==> config.mk <==
export PLATFORM = sky130hd
export DESIGN_NAME = instruction_sequencer_flat
export DESIGN_NICKNAME = d
export VERILOG_FILES = /design/src/rtl/instruction_sequencer_pkg.sv /design/src/rtl/instruction_sequencer_if.sv /design/src/rtl/instruction_sequencer_loop_stack.sv /design/src/rtl/instruction_sequencer.sv /design/src/flat_wrapper.sv
export SDC_FILE = /design/constraint.sdc
export NUM_CORES = 1
export LEC_CHECK = 0
export CORE_ASPECT_RATIO = 1.25
export CORE_MARGIN = 2
export CORE_UTILIZATION = 30
export DETAILED_ROUTE_END_ITERATION = 10
export GPL_ROUTABILITY_DRIVEN = 0
export SLEW_MARGIN = 20
export SYNTH_ARGS = -nofsm -noshare
export SYNTH_HDL_FRONTEND = slang
export SYNTH_SLANG_ARGS = --single-unit
==> constraint.sdc <==
create_clock -name clk -period 7.7 [get_ports clk]
set_input_delay 1.54 -clock clk [delete_from_list [all_inputs] [get_ports clk]]
set_output_delay 1.54 -clock clk [all_outputs]
set_load 0.03 [all_outputs]
==> src/rtl/instruction_sequencer_pkg.sv <==
// instruction_sequencer_pkg: opcodes, FSM states and loop-stack entry shared by the sequencer files
package instruction_sequencer_pkg;
  localparam int PC_W = 10;
  localparam logic [4:0] OP_LOAD                  = 5'd15;
  localparam logic [4:0] OP_STORE                 = 5'd16;
  localparam logic [4:0] OP_START_INDEPENDENT_LOOP = 5'd17;
  localparam logic [4:0] OP_START_LOOP            = 5'd18;
  localparam logic [4:0] OP_END_LOOP              = 5'd19;
  localparam logic [4:0] OP_HALT                  = 5'd31;
  typedef enum logic [1:0] {IDLE, FETCH, EXEC, ISSUE} seq_state_t;
  typedef struct packed {
    logic [PC_W-1:0] body_pc;
    logic [2:0]      remaining;
  } loop_entry_t;
  function automatic logic is_loop_start(input logic [4:0] op);
    return op == OP_START_LOOP || op == OP_START_INDEPENDENT_LOOP;
  endfunction
endpackage

==> src/rtl/instruction_sequencer_if.sv <==
// instruction_sequencer_if: instruction-memory read port and decoder issue handshake
//   master (sequencer): drives imem_rd_en/imem_addr and issue_valid/issue_instr
//   slave (memory + decoder): drives imem_rdata (1-cycle latency) and issue_ready
interface instruction_sequencer_if #(
  parameter int PC_WIDTH    = 10,
  parameter int INSTR_WIDTH = 18
);
  logic                   imem_rd_en;
  logic [PC_WIDTH-1:0]    imem_addr;
  logic [INSTR_WIDTH-1:0] imem_rdata;
  logic                   issue_valid;
  logic [INSTR_WIDTH-1:0] issue_instr;
  logic                   issue_ready;
  modport master (output imem_rd_en, imem_addr, issue_valid, issue_instr, input imem_rdata, issue_ready);
  modport slave  (input imem_rd_en, imem_addr, issue_valid, issue_instr, output imem_rdata, issue_ready);
endinterface

==> src/rtl/instruction_sequencer_loop_stack.sv <==
// instruction_sequencer_loop_stack: LOOP_DEPTH-deep LIFO of loop entries
//   clear/push/pop/dec (priority in that order; push and pop never together)
//   stk_top: top entry (meaningless when empty), empty, full
module instruction_sequencer_loop_stack
  import instruction_sequencer_pkg::*;
#(
  parameter int LOOP_DEPTH = 4
) (
  input  logic        clk,
  input  logic        reset_n,
  input  logic        clear,
  input  logic        push,
  input  logic        pop,
  input  logic        dec,
  input  loop_entry_t push_entry,
  output loop_entry_t stk_top,
  output logic        empty,
  output logic        full
);
  localparam int CW = $clog2(LOOP_DEPTH + 1);
  localparam int IW = LOOP_DEPTH > 1 ? $clog2(LOOP_DEPTH) : 1;
  loop_entry_t   ent_q [LOOP_DEPTH];
  logic [CW-1:0] cnt_q;
  logic [CW-1:0] top_cnt;
  logic [IW-1:0] top_idx;
  logic [IW-1:0] push_idx;
  assign top_cnt  = cnt_q - CW'(1);
  assign top_idx  = top_cnt[IW-1:0];
  assign push_idx = cnt_q[IW-1:0];
  assign stk_top  = ent_q[top_idx];
  assign empty    = cnt_q == '0;
  assign full     = cnt_q == CW'(LOOP_DEPTH);
  always_ff @(posedge clk or negedge reset_n) begin
    if (!reset_n) begin
      cnt_q <= '0;
      for (int i = 0; i < LOOP_DEPTH; i++) ent_q[i] <= '0;
    end else if (clear) cnt_q <= '0;
    else if (push) begin
      ent_q[push_idx] <= push_entry;
      cnt_q <= cnt_q + CW'(1);
    end else if (pop) cnt_q <= cnt_q - CW'(1);
    else if (dec) ent_q[top_idx].remaining <= stk_top.remaining - 3'd1;
  end
endmodule

==> src/rtl/instruction_sequencer.sv <==
// instruction_sequencer: fetches raw instructions, runs loop opcodes on a hardware stack, issues the rest
//   clk, reset_n (async, active-low); start/start_pc launch a program; busy/done/error report status
//   bus (master): instruction memory read port and decoder valid/ready issue port
//   SEQ_PERF_COUNTERS_EN adds perf_issued/perf_stall saturating counters
module instruction_sequencer
  import instruction_sequencer_pkg::*;
#(
  parameter int PC_WIDTH    = PC_W,
  parameter int LOOP_DEPTH  = 4,
  parameter int INSTR_WIDTH = 18
) (
  input  logic                clk,
  input  logic                reset_n,
  input  logic                start,
  input  logic [PC_WIDTH-1:0] start_pc,
  output logic                busy,
  output logic                done,
  output logic                error,
`ifdef SEQ_PERF_COUNTERS_EN
  output logic [31:0]         perf_issued,
  output logic [31:0]         perf_stall,
`endif
  instruction_sequencer_if.master bus
);
  seq_state_t             state_q, state_d;
  logic [PC_WIDTH-1:0]    pc_q, pc_d, pc_inc;
  logic                   issue_valid_q, issue_valid_d;
  logic [INSTR_WIDTH-1:0] issue_instr_q, issue_instr_d;
  logic                   error_q, error_d, done_q, done_d, fail_q, fail_d;
  logic                   push, pop, dec, clear, fail, start_ok, empty, full, wrap;
  logic [4:0]             op;
  loop_entry_t            stk_top;
  assign op       = bus.imem_rdata[INSTR_WIDTH-1 -: 5];
  assign pc_inc   = pc_q + PC_WIDTH'(1);
  assign wrap     = &pc_q;
  // done_q/fail_q mark the cycle a program ended; a start there is dropped
  assign start_ok = state_q == IDLE && start && !done_q && !fail_q;
  instruction_sequencer_loop_stack #(.LOOP_DEPTH(LOOP_DEPTH)) u_stack (
    .clk        (clk),
    .reset_n    (reset_n),
    .clear      (clear),
    .push       (push),
    .pop        (pop),
    .dec        (dec),
    .push_entry ('{body_pc: pc_inc, remaining: bus.imem_rdata[12:10]}),
    .stk_top    (stk_top),
    .empty      (empty),
    .full       (full)
  );
  always_comb begin
    state_d       = state_q;
    pc_d          = pc_q;
    issue_valid_d = issue_valid_q;
    issue_instr_d = issue_instr_q;
    error_d       = error_q;
    done_d        = 1'b0;
    fail_d        = 1'b0;
    push          = 1'b0;
    pop           = 1'b0;
    dec           = 1'b0;
    clear         = 1'b0;
    fail          = 1'b0;
    case (state_q)
      IDLE: if (start_ok) begin
        pc_d    = start_pc;
        error_d = 1'b0;
        state_d = FETCH;
      end
      FETCH: state_d = EXEC;
      EXEC: if (is_loop_start(op)) begin
        fail    = full || wrap;
        push    = 1'b1;
        pc_d    = pc_inc;
        state_d = FETCH;
      end else if (op == OP_END_LOOP) begin
        fail    = empty || (stk_top.remaining == 3'd0 && wrap);
        dec     = stk_top.remaining != 3'd0;
        pop     = stk_top.remaining == 3'd0;
        pc_d    = dec ? stk_top.body_pc : pc_inc;
        state_d = FETCH;
      end else if (op == OP_HALT) begin
        fail    = !empty;
        done_d  = empty;
        state_d = IDLE;
      end else begin
        issue_valid_d = 1'b1;
        issue_instr_d = bus.imem_rdata;
        state_d       = ISSUE;
      end
      ISSUE: if (bus.issue_ready) begin
        fail          = wrap;
        issue_valid_d = 1'b0;
        pc_d          = pc_inc;
        state_d       = FETCH;
      end
      default: state_d = IDLE;
    endcase
    if (fail) begin
      error_d       = 1'b1;
      fail_d        = 1'b1;
      issue_valid_d = 1'b0;
      clear         = 1'b1;
      push          = 1'b0;
      pop           = 1'b0;
      dec           = 1'b0;
      state_d       = IDLE;
    end
  end
  always_ff @(posedge clk or negedge reset_n) begin
    if (!reset_n) begin
      state_q       <= IDLE;
      pc_q          <= '0;
      issue_valid_q <= 1'b0;
      issue_instr_q <= '0;
      error_q       <= 1'b0;
      done_q        <= 1'b0;
      fail_q        <= 1'b0;
    end else begin
      state_q       <= state_d;
      pc_q          <= pc_d;
      issue_valid_q <= issue_valid_d;
      issue_instr_q <= issue_instr_d;
      error_q       <= error_d;
      done_q        <= done_d;
      fail_q        <= fail_d;
    end
  end
  assign busy            = state_q != IDLE;
  assign done            = done_q;
  assign error           = error_q;
  assign bus.imem_rd_en  = state_q == FETCH;
  assign bus.imem_addr   = pc_q;
  assign bus.issue_valid = issue_valid_q;
  assign bus.issue_instr = issue_instr_q;
`ifdef SEQ_PERF_COUNTERS_EN
  logic [31:0] issued_q, stall_q;
  always_ff @(posedge clk or negedge reset_n) begin
    if (!reset_n) begin
      issued_q <= '0;
      stall_q  <= '0;
    end else if (start_ok) begin
      issued_q <= '0;
      stall_q  <= '0;
    end else if (state_q == ISSUE && bus.issue_ready) issued_q <= issued_q + {31'd0, ~&issued_q};
    else if (state_q == ISSUE) stall_q <= stall_q + {31'd0, ~&stall_q};
  end
  assign perf_issued = issued_q;
  assign perf_stall  = stall_q;
`endif
endmodule

==> src/flat_wrapper.sv <==
// flat-port wrapper written by rule: the top's interface ports become plain ports
module instruction_sequencer_flat import instruction_sequencer_pkg::*;
#(
  parameter int PC_WIDTH    = PC_W,
  parameter int LOOP_DEPTH  = 4,
  parameter int INSTR_WIDTH = 18
)
  (clk, reset_n, start, start_pc, busy, done, error, bus_imem_rd_en, bus_imem_addr, bus_issue_valid, bus_issue_instr, bus_imem_rdata, bus_issue_ready);
  instruction_sequencer_if #(.PC_WIDTH(PC_WIDTH), .INSTR_WIDTH(INSTR_WIDTH)) bus_i ();
  input  logic clk;
  input  logic reset_n;
  input  logic start;
  input  logic [PC_WIDTH-1:0] start_pc;
  output logic busy;
  output logic done;
  output logic error;
  output wire logic [$bits(bus_i.imem_rd_en)-1:0] bus_imem_rd_en;
  output wire logic [$bits(bus_i.imem_addr)-1:0] bus_imem_addr;
  output wire logic [$bits(bus_i.issue_valid)-1:0] bus_issue_valid;
  output wire logic [$bits(bus_i.issue_instr)-1:0] bus_issue_instr;
  input wire logic [$bits(bus_i.imem_rdata)-1:0] bus_imem_rdata;
  input wire logic [$bits(bus_i.issue_ready)-1:0] bus_issue_ready;
  assign bus_imem_rd_en = bus_i.imem_rd_en;
  assign bus_imem_addr = bus_i.imem_addr;
  assign bus_issue_valid = bus_i.issue_valid;
  assign bus_issue_instr = bus_i.issue_instr;
  assign bus_i.imem_rdata = bus_imem_rdata;
  assign bus_i.issue_ready = bus_issue_ready;
  instruction_sequencer #(.PC_WIDTH(PC_WIDTH), .LOOP_DEPTH(LOOP_DEPTH), .INSTR_WIDTH(INSTR_WIDTH)) u_core (.clk(clk), .reset_n(reset_n), .start(start), .start_pc(start_pc), .busy(busy), .done(done), .error(error), .bus(bus_i));
endmodule
# Word level (Yosys, flattened, before mapping)
# Index checks and enable logic that the tools add are counted.
op_classes:
  add_sub_neg: 4
  order_cmp: 4
  eq_ne: 17
  n_mux: 58
  bitwise_logic: 6
  reduce_logical: 30
ops:
  columns: ["operator", "n"]
  rows:
  - ["two-way mux 52 bit", 3]
  - ["bitwise mux 52 bit", 2]
  - ["demux 13 bit (select 2 bit)", 2]
  - ["two-way mux 10 bit", 5]
  - ["two-way mux 13 bit", 3]
  - ["case mux 10 bit (3 select lines)", 1]
  - ["two-way mux 1 bit", 28]
  - ["binary-select mux 13 bit (select 2 bit)", 1]
  - ["equality test 5 bit (second input constant)", 4]
  - ["two-way mux 2 bit", 6]
  - ["two-way mux 3 bit", 4]
  - ["inequality test 3 x 2 -> 1 bit (second input constant)", 4]
  - ["nonzero test 3 bit", 4]
  - ["adder 10 x 1 -> 10 bit (second input constant)", 1]
  - ["AND reduction 10 bit", 1]
  - ["case mux 2 bit (4 select lines)", 1]
  - ["AND reduction 4 bit", 2]
  - ["nonzero test 2 bit", 4]
  - [">= comparator 3 bit (second input constant)", 2]
  - ["logical AND 1 bit", 6]
  - ["zero test 3 bit", 2]
  - ["< comparator 3 x 1 -> 1 bit (second input constant)", 2]
  - ["inequality test 3 x 1 -> 1 bit (second input constant)", 2]
  - ["NOT 2 -> 3 bit", 2]
  - ["15 further kinds", 27]
word_totals:
  ff_bits: 89
  inputBits: 32
  output_inout_bits: 33
  wordCells: 135

# Depth between registers and ports, before layout
# Gate-level depths: netlist of run 1.
logic_depth:
  word_depth: 15
  ltp_mapped: 16

# Hierarchy
# From an unflattened synthesis of run 1, not the netlist that was laid out.
hier_totals:
  cells_unflattened: 430
  hier_area_um2: 4784.6
by_module_without_submodules:
  columns: ["module", "n_inst", "cells_each", "area_each_um2", "seq_area_each_um2"]
  rows:
  - ["instruction_sequencer_loop_stack", 1, 196, 2721.4, 1376.3]
  - ["instruction_sequencer", 1, 234, 2063.2, 850.8]

# Worst setup path after synthesis of run 1
# OpenSTA, ideal clock, no wires.
synth_path:
  path_type: "reg-to-reg"
  start: "register u_core.u_stack.cnt_q[0]"
  end: "register u_core.u_stack.ent_q[1] (netlist name)"
  setup_time_ns: 0.126
  arrival_ns: 4.191
  required_ns: 7.574
  path_slack_ns: 3.383
  path_stages_with_launch: 16
  period_less_slack_ns: 4.317
  path_cell_list: "dfrtp_1 > buf_2 > buf_1 > inv_1 > ha_1 > clkbuf_1 > clkbuf_1 > mux4_2 > inv_1 > ha_1 > and2b_2 > a22oi_1 > or4_4 > a21oi_4 > nor4_1 > a221o_1"
synth_between:
  elab_chain_len: 14
  word_cells_on_any_way: 48
  classes_between: "add/sub: 2; order compare: 4; eq/ne: 2; mux: 26; bitwise: 3; reduce/logical: 11"
synth_rtl:
  columns: ["element", "line_no", "text"]
  rows:
  - ["from (decl)", "instruction_sequencer_loop_stack.sv:23", "logic [CW-1:0] cnt_q;"]
  - ["from (signal assigned)", "instruction_sequencer_loop_stack.sv:40", "cnt_q <= cnt_q + CW'(1);"]
  - ["from (signal assigned)", "instruction_sequencer_loop_stack.sv:41", "end else if (pop) cnt_q <= cnt_q - CW'(1);"]
  - ["subtractor 3 x 1 -> 3 bit", "instruction_sequencer_loop_stack.sv:27", "assign top_cnt = cnt_q - CW'(1);"]
  - ["NOT 2 -> 3 bit (implied by the code)", "instruction_sequencer_loop_stack.sv:30, instruction_sequencer_loop_stack.sv:42", null]
  - ["binary-select mux 13 bit (select 2 bit)", "instruction_sequencer_loop_stack.sv:30", "assign stk_top = ent_q[top_idx];"]
  - ["two-way mux 13 bit (implied by the code) (2 in a row)", "instruction_sequencer_loop_stack.sv:30", null]
  - ["zero test 3 bit", "instruction_sequencer.sv:76, instruction_sequencer.sv:78", null]
  - ["logical AND 1 bit", "instruction_sequencer.sv:76", "fail = empty || (stk_top.remaining == 3'd0 && wrap);"]
  - ["logical OR 1 bit", "instruction_sequencer.sv:76", null]
  - ["two-way mux 1 bit", "instruction_sequencer.sv:75", "end else if (op == OP_END_LOOP) begin"]
  - ["two-way mux 1 bit", "instruction_sequencer.sv:70", "EXEC: if (is_loop_start(op)) begin"]
  - ["case mux 1 bit (2 select lines)", "instruction_sequencer.sv:63", "case (state_q)"]
  - ["two-way mux 1 bit", "instruction_sequencer.sv:98", "if (fail) begin"]
  - ["inequality test 2 x 1 -> 1 bit (no line), or another cell as far along", null, null]
  - ["AND reduction 3 bit (no line)", null, null]
  - ["to (signal, indexed assignment)", "instruction_sequencer_loop_stack.sv:39", "ent_q[push_idx] <= push_entry;"]
  - ["to (decl)", "instruction_sequencer_loop_stack.sv:22", "loop_entry_t ent_q [LOOP_DEPTH];"]
# Parallel ways exist; a longest one is shown, timed or not. The select of a mux whose other input is x is not followed.
# A chain may end at the register's enable or synchronous reset.

# Final worst setup path of run 1
layout_path:
  start: "register u_core.u_stack.cnt_q[1]"
  end: "register u_core.u_stack.ent_q[27] (netlist name)"
# Same word-level chain as after synthesis.

==> results by group, run 1 <==
Clocking
  • CTS sink count: 89
  • Hold-fix buffers at CTS: 0
  • CTS H-tree lvls: 3
  • PostCTS Resize Cnt: 0
  • Worst-Skew Late Latency: 0.35 ns
  • Post-CTS Repair Setup Buffers: 0
  • CTS Buffer Depth: 2
  • Clock Root Buffer: clkbuf_16
  • CTS clk-pin slew, worst paths: 0.07 ns
  • Total CTS buffers: 9
  • CTS tree: built

Setup path
  • Reg2reg setup slack: 3.58 ns
  • Reg2Reg Capture Point: u_core.u_stack.ent_q[27]$_DFFE_PN0P_
  • CP endpoint kind: flop
  • Crit path DAT: 4.40 ns
  • Required @ worst endpoint: 7.99 ns
  • Crit path launch type: flop
  • Reg2reg start: u_core.u_stack.cnt_q[1]$_DFFE_PN0P_
  • Crit Path Max Fanout: 16
  • R2R depth: 11
  • CP Class: flop to flop

STA
  • TNS Setup: 0 ns
  • FMAX: 242.8 MHz
  • Worst Skew: 0.004445 ns
  • WHS: 0.4798 ns
  • Worst Max-Slew Pin Slew: 0.9238 ns
  • PnR worst setup slack: 3.581 ns
  • Final setup viols: 0
  • Slew Limit Fails: 0
  • Final period util: 53.50%
  • Final hold viol count: 0
  • RSZ-0062 raised after global routing: no
  • Min Tclk post-route: 4.119 ns
  • Worst rel slew slack: 38.19%

Pwr
  • Pwr Density: 408.6 nW/um2
  • Peak VDD IR: 0.0001671 V
  • PnR Total Power: 2.435 mW
  • P_leak: 2.508 nW

Detailed routing
  • Initial drt markers: 254
  • TritonRoute pass-1 iters: 5
  • DRC viols: 0
  • WL final: 12.50 mm
  • Post-DRT Antenna Nets: 0
  • Via-to-Cell Ratio: 5.160
  • Routed wire per std cell: 16.76 um
  • Routed via count: 3849

Finish
  • Share of post-route cells with drive strength above 1: 12.92%
  • Design area: 5959 um2
  • Filler Cells Inserted: 1568
  • Final core utilization: 38.12%
  • N_diodes: 0
  • Final nets: 575
  • Non-Filler Instances: 746
  • Layout area overhead: 23.62%

Global route
  • GRT Total Usage: 15.11%
  • Global-route wire length before repair: 20.71 mm
  • Pin count of the biggest net entering global routing: 90
  • Grt total ovfl: 0
  • Vias in the first global route: 4009
  • Initial antenna violation count: 0

Yosys
  • Syn Area/Cell: 10.13 um2
  • Flops & latches, synth: 89
  • Mapped Nets: 522
  • Post-synth EDFFs: 0
  • Seq/Total Area, Yosys: 46.20%
  • Post-Synthesis Cells: 476
  • Primary FF master, synth: dfrtp_1
  • Post-Syn Area: 4821 um2
  • Post-synth cell types: 64
  • Async set or reset register ratio after synthesis: 100.0%
  • Synthesis Warnings: 0

Floorplanning
  • Chip height: 145.7 um
  • Rows: 51
  • Core Footprint: 15630 um2
  • Initial Util: 30.84%
  • Die W: 117.4 um
  • Die area: 17110 um2
  • # IOs: 65

Hold path
  • Worst hold start: u_core.u_stack.ent_q[29]$_DFFE_PN0P_
  • WHS Endpoint: u_core.u_stack.ent_q[29]$_DFFE_PN0P_
  • Worst min path class: flop to flop
  • Hold path depth: 2

Outcome
  • Outcome: finished clean

Placed design
  • Placed insts: 730
  • DPL Wire Length: 8.968 mm
  • Port bufs: 64
  • Placed inst area: 5622 um2
  • Place WS: 3.518 ns

Job
  • Max-cap violations: 0
## per-layer routing
layer | up-vias | share of wire [%] | global-route usage [%]
met5 | - | 0 | 0
met4 | 0 | 1.9 | 6.928
met3 | 15 | 5.3 | 2.743
met2 | 129 | 51 | 25.70
met1 | 1894 | 41 | 18.65
li1 | 1811 | - | -
## layout by cell type (no fill, tap or decap), drive strengths merged, types with 11 or more instances in the layout
| cell type | instances |
|---|---|
| mux4 | 12 |
| inv | 31 |
| dfrtp | 89 |
| mux2 | 16 |
| ha | 14 |
| and2 | 11 |
| o21ai | 38 |
| nand2 | 58 |
| a21oi | 32 |
| clkdlybuf4s50 | 63 |
| nor2 | 39 |
## power by group
part | total (mW) | internal, mW | switching (mW)
combinational | 1.17 | 0.475 | 0.695
sequential | 0.768 | 0.633 | 0.135
clock | 0.497 | 0.293 | 0.204
total | 2.44 | 1.40 | 1.03
## cells in the mapped netlist, types with 2 or more instances
master     number  area share (%)
dfrtp_1        89              46
nand2_1        57             4.4
nor2_1         39             3.0
o21ai_0        37             3.8
a21oi_1        31             3.2
inv_1          26             2.0
clkbuf_1       17             1.3
mux2_2         16             3.7
ha_1           14             3.6
mux4_2         12             5.6
a221o_1         9             1.9
nand3_1         9            0.93
and2_1          8             1.0
xnor2_1         8             1.5
nor3_1          5            0.52
o211ai_1        5            0.78
a211oi_1        4            0.62
a31oi_1         4            0.52
a32o_1          4            0.83
buf_6           4            0.93
mux2i_1         4            0.83
nor3b_1         4            0.62
o2111ai_1       4            0.73
o221ai_1        4            0.73
o22a_1          4            0.73
a21boi_0        3            0.47
and2_2          3            0.47
and3_1          3            0.39
nand2b_1        3            0.39
nand4_1         3            0.39
nor4_1          3            0.39
xor2_1          3            0.55
a32oi_1         2            0.36
and4_1          2            0.36
buf_1           2            0.16
or3_1           2            0.26
or3_2           2            0.31
## registers in the layout (all words and copies together), names as in the netlist
name and cells:
u_core.fail_q 1, u_core.u_stack.ent_q 52, u_core.bus.issue_instr 18, u_core.state_q 2, u_core.bus.imem_addr 10, u_core.done 1
u_core.error 1, u_core.bus.issue_valid 1, u_core.u_stack.cnt_q 3
## worst max-delay path, stage by stage (launching register included)
cell     delay (ns)
dfrtp_1        0.45
inv_1          0.14
ha_1           0.82
mux4_2         0.40
inv_1          0.07
ha_1           0.20
and2b_2        0.18
a22oi_1        0.60
or4_4          0.27
a21oi_4        0.11
nor4_1         0.58
a221o_1        0.24
## worst max path at each step
stage | cells after the start | slack [ns] | from | end
floorplan | 15 | 3.38 | u_core.u_stack.cnt_q[0]$_DFFE_PN0P_ | u_core.u_stack.ent_q[1]$_DFFE_PN0P_
finish | 11 | 3.58 | u_core.u_stack.cnt_q[1]$_DFFE_PN0P_ | u_core.u_stack.ent_q[27]$_DFFE_PN0P_
detailed placement | 7 | 3.52 | bus_imem_rdata[13] | u_core.u_stack.ent_q[14]$_DFFE_PN0P_
global placement | 7 | 3.61 | bus_imem_rdata[13] | u_core.u_stack.ent_q[13]$_DFFE_PN0P_
CTS | 11 | 3.62 | u_core.u_stack.cnt_q[1]$_DFFE_PN0P_ | u_core.bus.imem_addr[9]$_DFFE_PN0P_
global route | 11 | 3.29 | u_core.u_stack.cnt_q[1]$_DFFE_PN0P_ | u_core.bus.imem_addr[9]$_DFFE_PN0P_
## layout make-up
class,count,area [um2],area share [%]
Multi-Input combinational cell,336,2371,39.79
Sequential cell,89,2227,37.37
Timing Repair Buffer,67,664.4,11.15
Tap cell,212,265.3,4.451
Clock buffer,9,225.2,3.779
Clock inverter,7,108.9,1.827
Inverter,26,97.59,1.638
## cells by family (layout without fill, tap and decap cells)
group	Yosys count	count (layout)	synth area share, %
simple gates	155	155	15.83
fa+ha+maj	14	14	3.634
flops	89	89	46.20
mux	32	32	10.17
buf+inv	51	109	4.697
compound gates	123	123	17.13
xor+xnor	12	12	2.336
Power figures use the tool's default switching activity.
==> inputs of run 2 (changes only) <==
==> constraint.sdc (replaced) <==
create_clock -name clk -period 3.5 [get_ports clk]
set_input_delay 0.7 -clock clk [delete_from_list [all_inputs] [get_ports clk]]
set_output_delay 0.7 -clock clk [all_outputs]
set_load 0.03 [all_outputs]
==> run 2 against run 1 <==
Effect of this change: hold slack worse by 0.055 ns; critical path depth is the same; non-clock buffer count increased by 11; final cell count is 1.5% higher; via count grew 1.1%; maximum frequency is 31% higher; clock power rose by 110%; total power rose by 120%; final area grew 1.2%; core utilization up 0.46 points; setup slack got worse by 3.2 ns; sequential share of layout area shrank 0.45 points.
==> results by group, run 2 (synthesis gave the netlist of run 1 again) <==
Job
  • Max-cap violations: 0

Setup path
  • Crit path DAT: 3.37 ns
  • Reg2reg setup slack: 0.35 ns
  • CP max stage cell: or4_4
  • Buf/Inv on CP: 2
  • CP endpoint kind: flop
  • Setup crit end: u_core.u_stack.ent_q[26]$_DFFE_PN0P_
  • Critical path startpoint: u_core.u_stack.cnt_q[1]$_DFFE_PN0P_
  • Reg2reg start: u_core.u_stack.cnt_q[1]$_DFFE_PN0P_
  • CP Class: flop to flop
  • Reg2Reg Capture Point: u_core.u_stack.ent_q[26]$_DFFE_PN0P_
  • R2R depth: 11
  • Required @ worst endpoint: 3.72 ns
  • CP top delay family: simple AND/OR/NAND/NOR gates
  • Crit path launch type: flop
  • CP Depth: 11
  • Crit-path cells: inv_1 > ha_1 > mux4_2 > inv_1 > ha_1 > and2b_2 > a22oi_1 > or4_4 > a21oi_4 > nor4_1 > a221o_1
  • Critical path's largest stage delay: 0.46 ns
  • Crit Path Max Fanout: 10

Finish
  • Share of post-route cells with drive strength above 1: 14.13%
  • Final nets: 586
  • Design area: 6032 um2
  • Final core utilization: 38.58%
  • Most frequent cells in the layout: dfrtp_1, clkdlybuf4s50_1, nand2_1, nor2_1, o21ai_0
  • N_diodes: 0
  • Layout area overhead: 25.12%
  • Largest Register: u_core.u_stack.ent_q
  • Most common cell after layout, fill and taps aside: dfrtp_1
  • Max reg flops: 52

STA
  • Final hold viol count: 0
  • Final setup viols: 0
  • TNS Setup: 0 ns
  • Worst rel slew slack: 40.65%
  • Final period util: 90.00%
  • Min Tclk post-route: 3.150 ns
  • RSZ-0062 raised after global routing: no
  • Worst Skew: 0.005481 ns
  • PnR worst setup slack: 0.3500 ns
  • FMAX: 317.5 MHz
  • Slew Limit Fails: 0
  • Worst Max-Slew Pin Slew: 0.8870 ns

Detailed routing
  • DRC viols: 0
  • Post-DRT Antenna Nets: 0
  • Via-to-Cell Ratio: 5.139
  • TritonRoute pass-1 iters: 4
  • Routed via count: 3890
  • Routed wire per std cell: 16.70 um
  • Initial drt markers: 308
  • WL final: 12.64 mm

Global route
  • Initial antenna violation count: 0
  • Grt total ovfl: 0
  • GRT Total Usage: 15.12%
  • Pin count of the biggest net entering global routing: 90
  • Global-route wire length before repair: 20.84 mm
  • Vias in the first global route: 3920

Placed design
  • Port bufs: 64
  • DPL Wire Length: 8.972 mm
  • Place WS: 0.3190 ns
  • Placed inst area: 5704 um2

Clocking
  • Worst-Skew Late Latency: 0.34 ns
  • CTS tree: built
  • Total CTS buffers: 9
  • Clock Root Buffer: clkbuf_16
  • CTS H-tree lvls: 3
  • PostCTS Resize Cnt: 0
  • Post-CTS Repair Setup Buffers: 0
  • CTS sink count: 89
  • CTS clk-pin slew, worst paths: 0.06 ns
  • Hold-fix buffers at CTS: 0
  • CTS Buffer Depth: 2

Floorplanning
  • Die area: 17110 um2
  • Core Footprint: 15630 um2
  • # IOs: 65
  • Die W: 117.4 um
  • Chip height: 145.7 um
  • Initial Util: 30.84%
  • Rows: 51

Outcome
  • Outcome: finished clean

Hold path
  • Worst min path class: input pin to async pin

Pwr
  • Peak VDD IR: 0.0003853 V
  • Pwr Density: 896.5 nW/um2
  • P_leak: 2.553 nW
run 2: cell count changes in the layout (fill, tap and decap cells not counted):
cell      previous run  this run
buf_4                3        14
clkbuf_1             0         3
clkbuf_8             0         2
inv_6                3         0
inv_8                2         0
run 2: routing by layer:
| metal | vias up | wire length (um) | global-route usage, % |
|---|---|---|---|
| met5 | - | 0 | 0 |
| met4 | 0 | 269 | 7.048 |
| met3 | 26 | 612 | 2.939 |
| met2 | 105 | 6265 | 25.12 |
| met1 | 1924 | 5493 | 19.01 |
| li1 | 1835 | - | - |
run 2: per-stage QoR:
| stage | hold slack, ns | std cells | power, mW |
|---|---|---|---|
| final | 0.4245 | 757 | 5.408 |
| after global routing | 0.4962 | 757 | 5.760 |
| after CTS | 0.4825 | 757 | 5.451 |
| after detailed placement | 0.4692 | 741 | 4.363 |
| after global placement | 0.4572 | 741 | 4.311 |
| after floorplan | 0.4044 | 476 | 3.415 |
run 2: worst min-delay path by stage:
stage	endpoint	slack, ns	cells past startpoint
floorplan	u_core.bus.imem_addr[0]$_DFFE_PN0P_	0.40	0
CTS	u_core.u_stack.ent_q[33]$_DFFE_PN0P_	0.48	2
detailed placement	u_core.u_stack.ent_q[33]$_DFFE_PN0P_	0.47	2
global placement	u_core.u_stack.ent_q[24]$_DFFE_PN0P_	0.46	2
finish	u_core.bus.issue_instr[0]$_DFFE_PN0P_	0.42	1
global route	u_core.bus.issue_instr[4]$_DFFE_PN0P_	0.50	1
run 2: report_power, final:
part	total [mW]	switching (mW)	internal, mW	leakage (nW)
combinational	2.68	1.55	1.13	1.26
clock	1.05	0.388	0.666	0.157
sequential	1.67	0.277	1.39	1.14
total	5.41	2.22	3.19	2.55
run 2: final cells by class:
cell class | instances | area [um2]
clock buffer | 14 | 264.0
tap | 212 | 265.3
fill | 1546 | 9602
timing repair buffer | 78 | 747.0
inverter | 26 | 97.59
clock inverter | 2 | 60.06
sequential | 89 | 2227
multi-input combinational | 336 | 2371
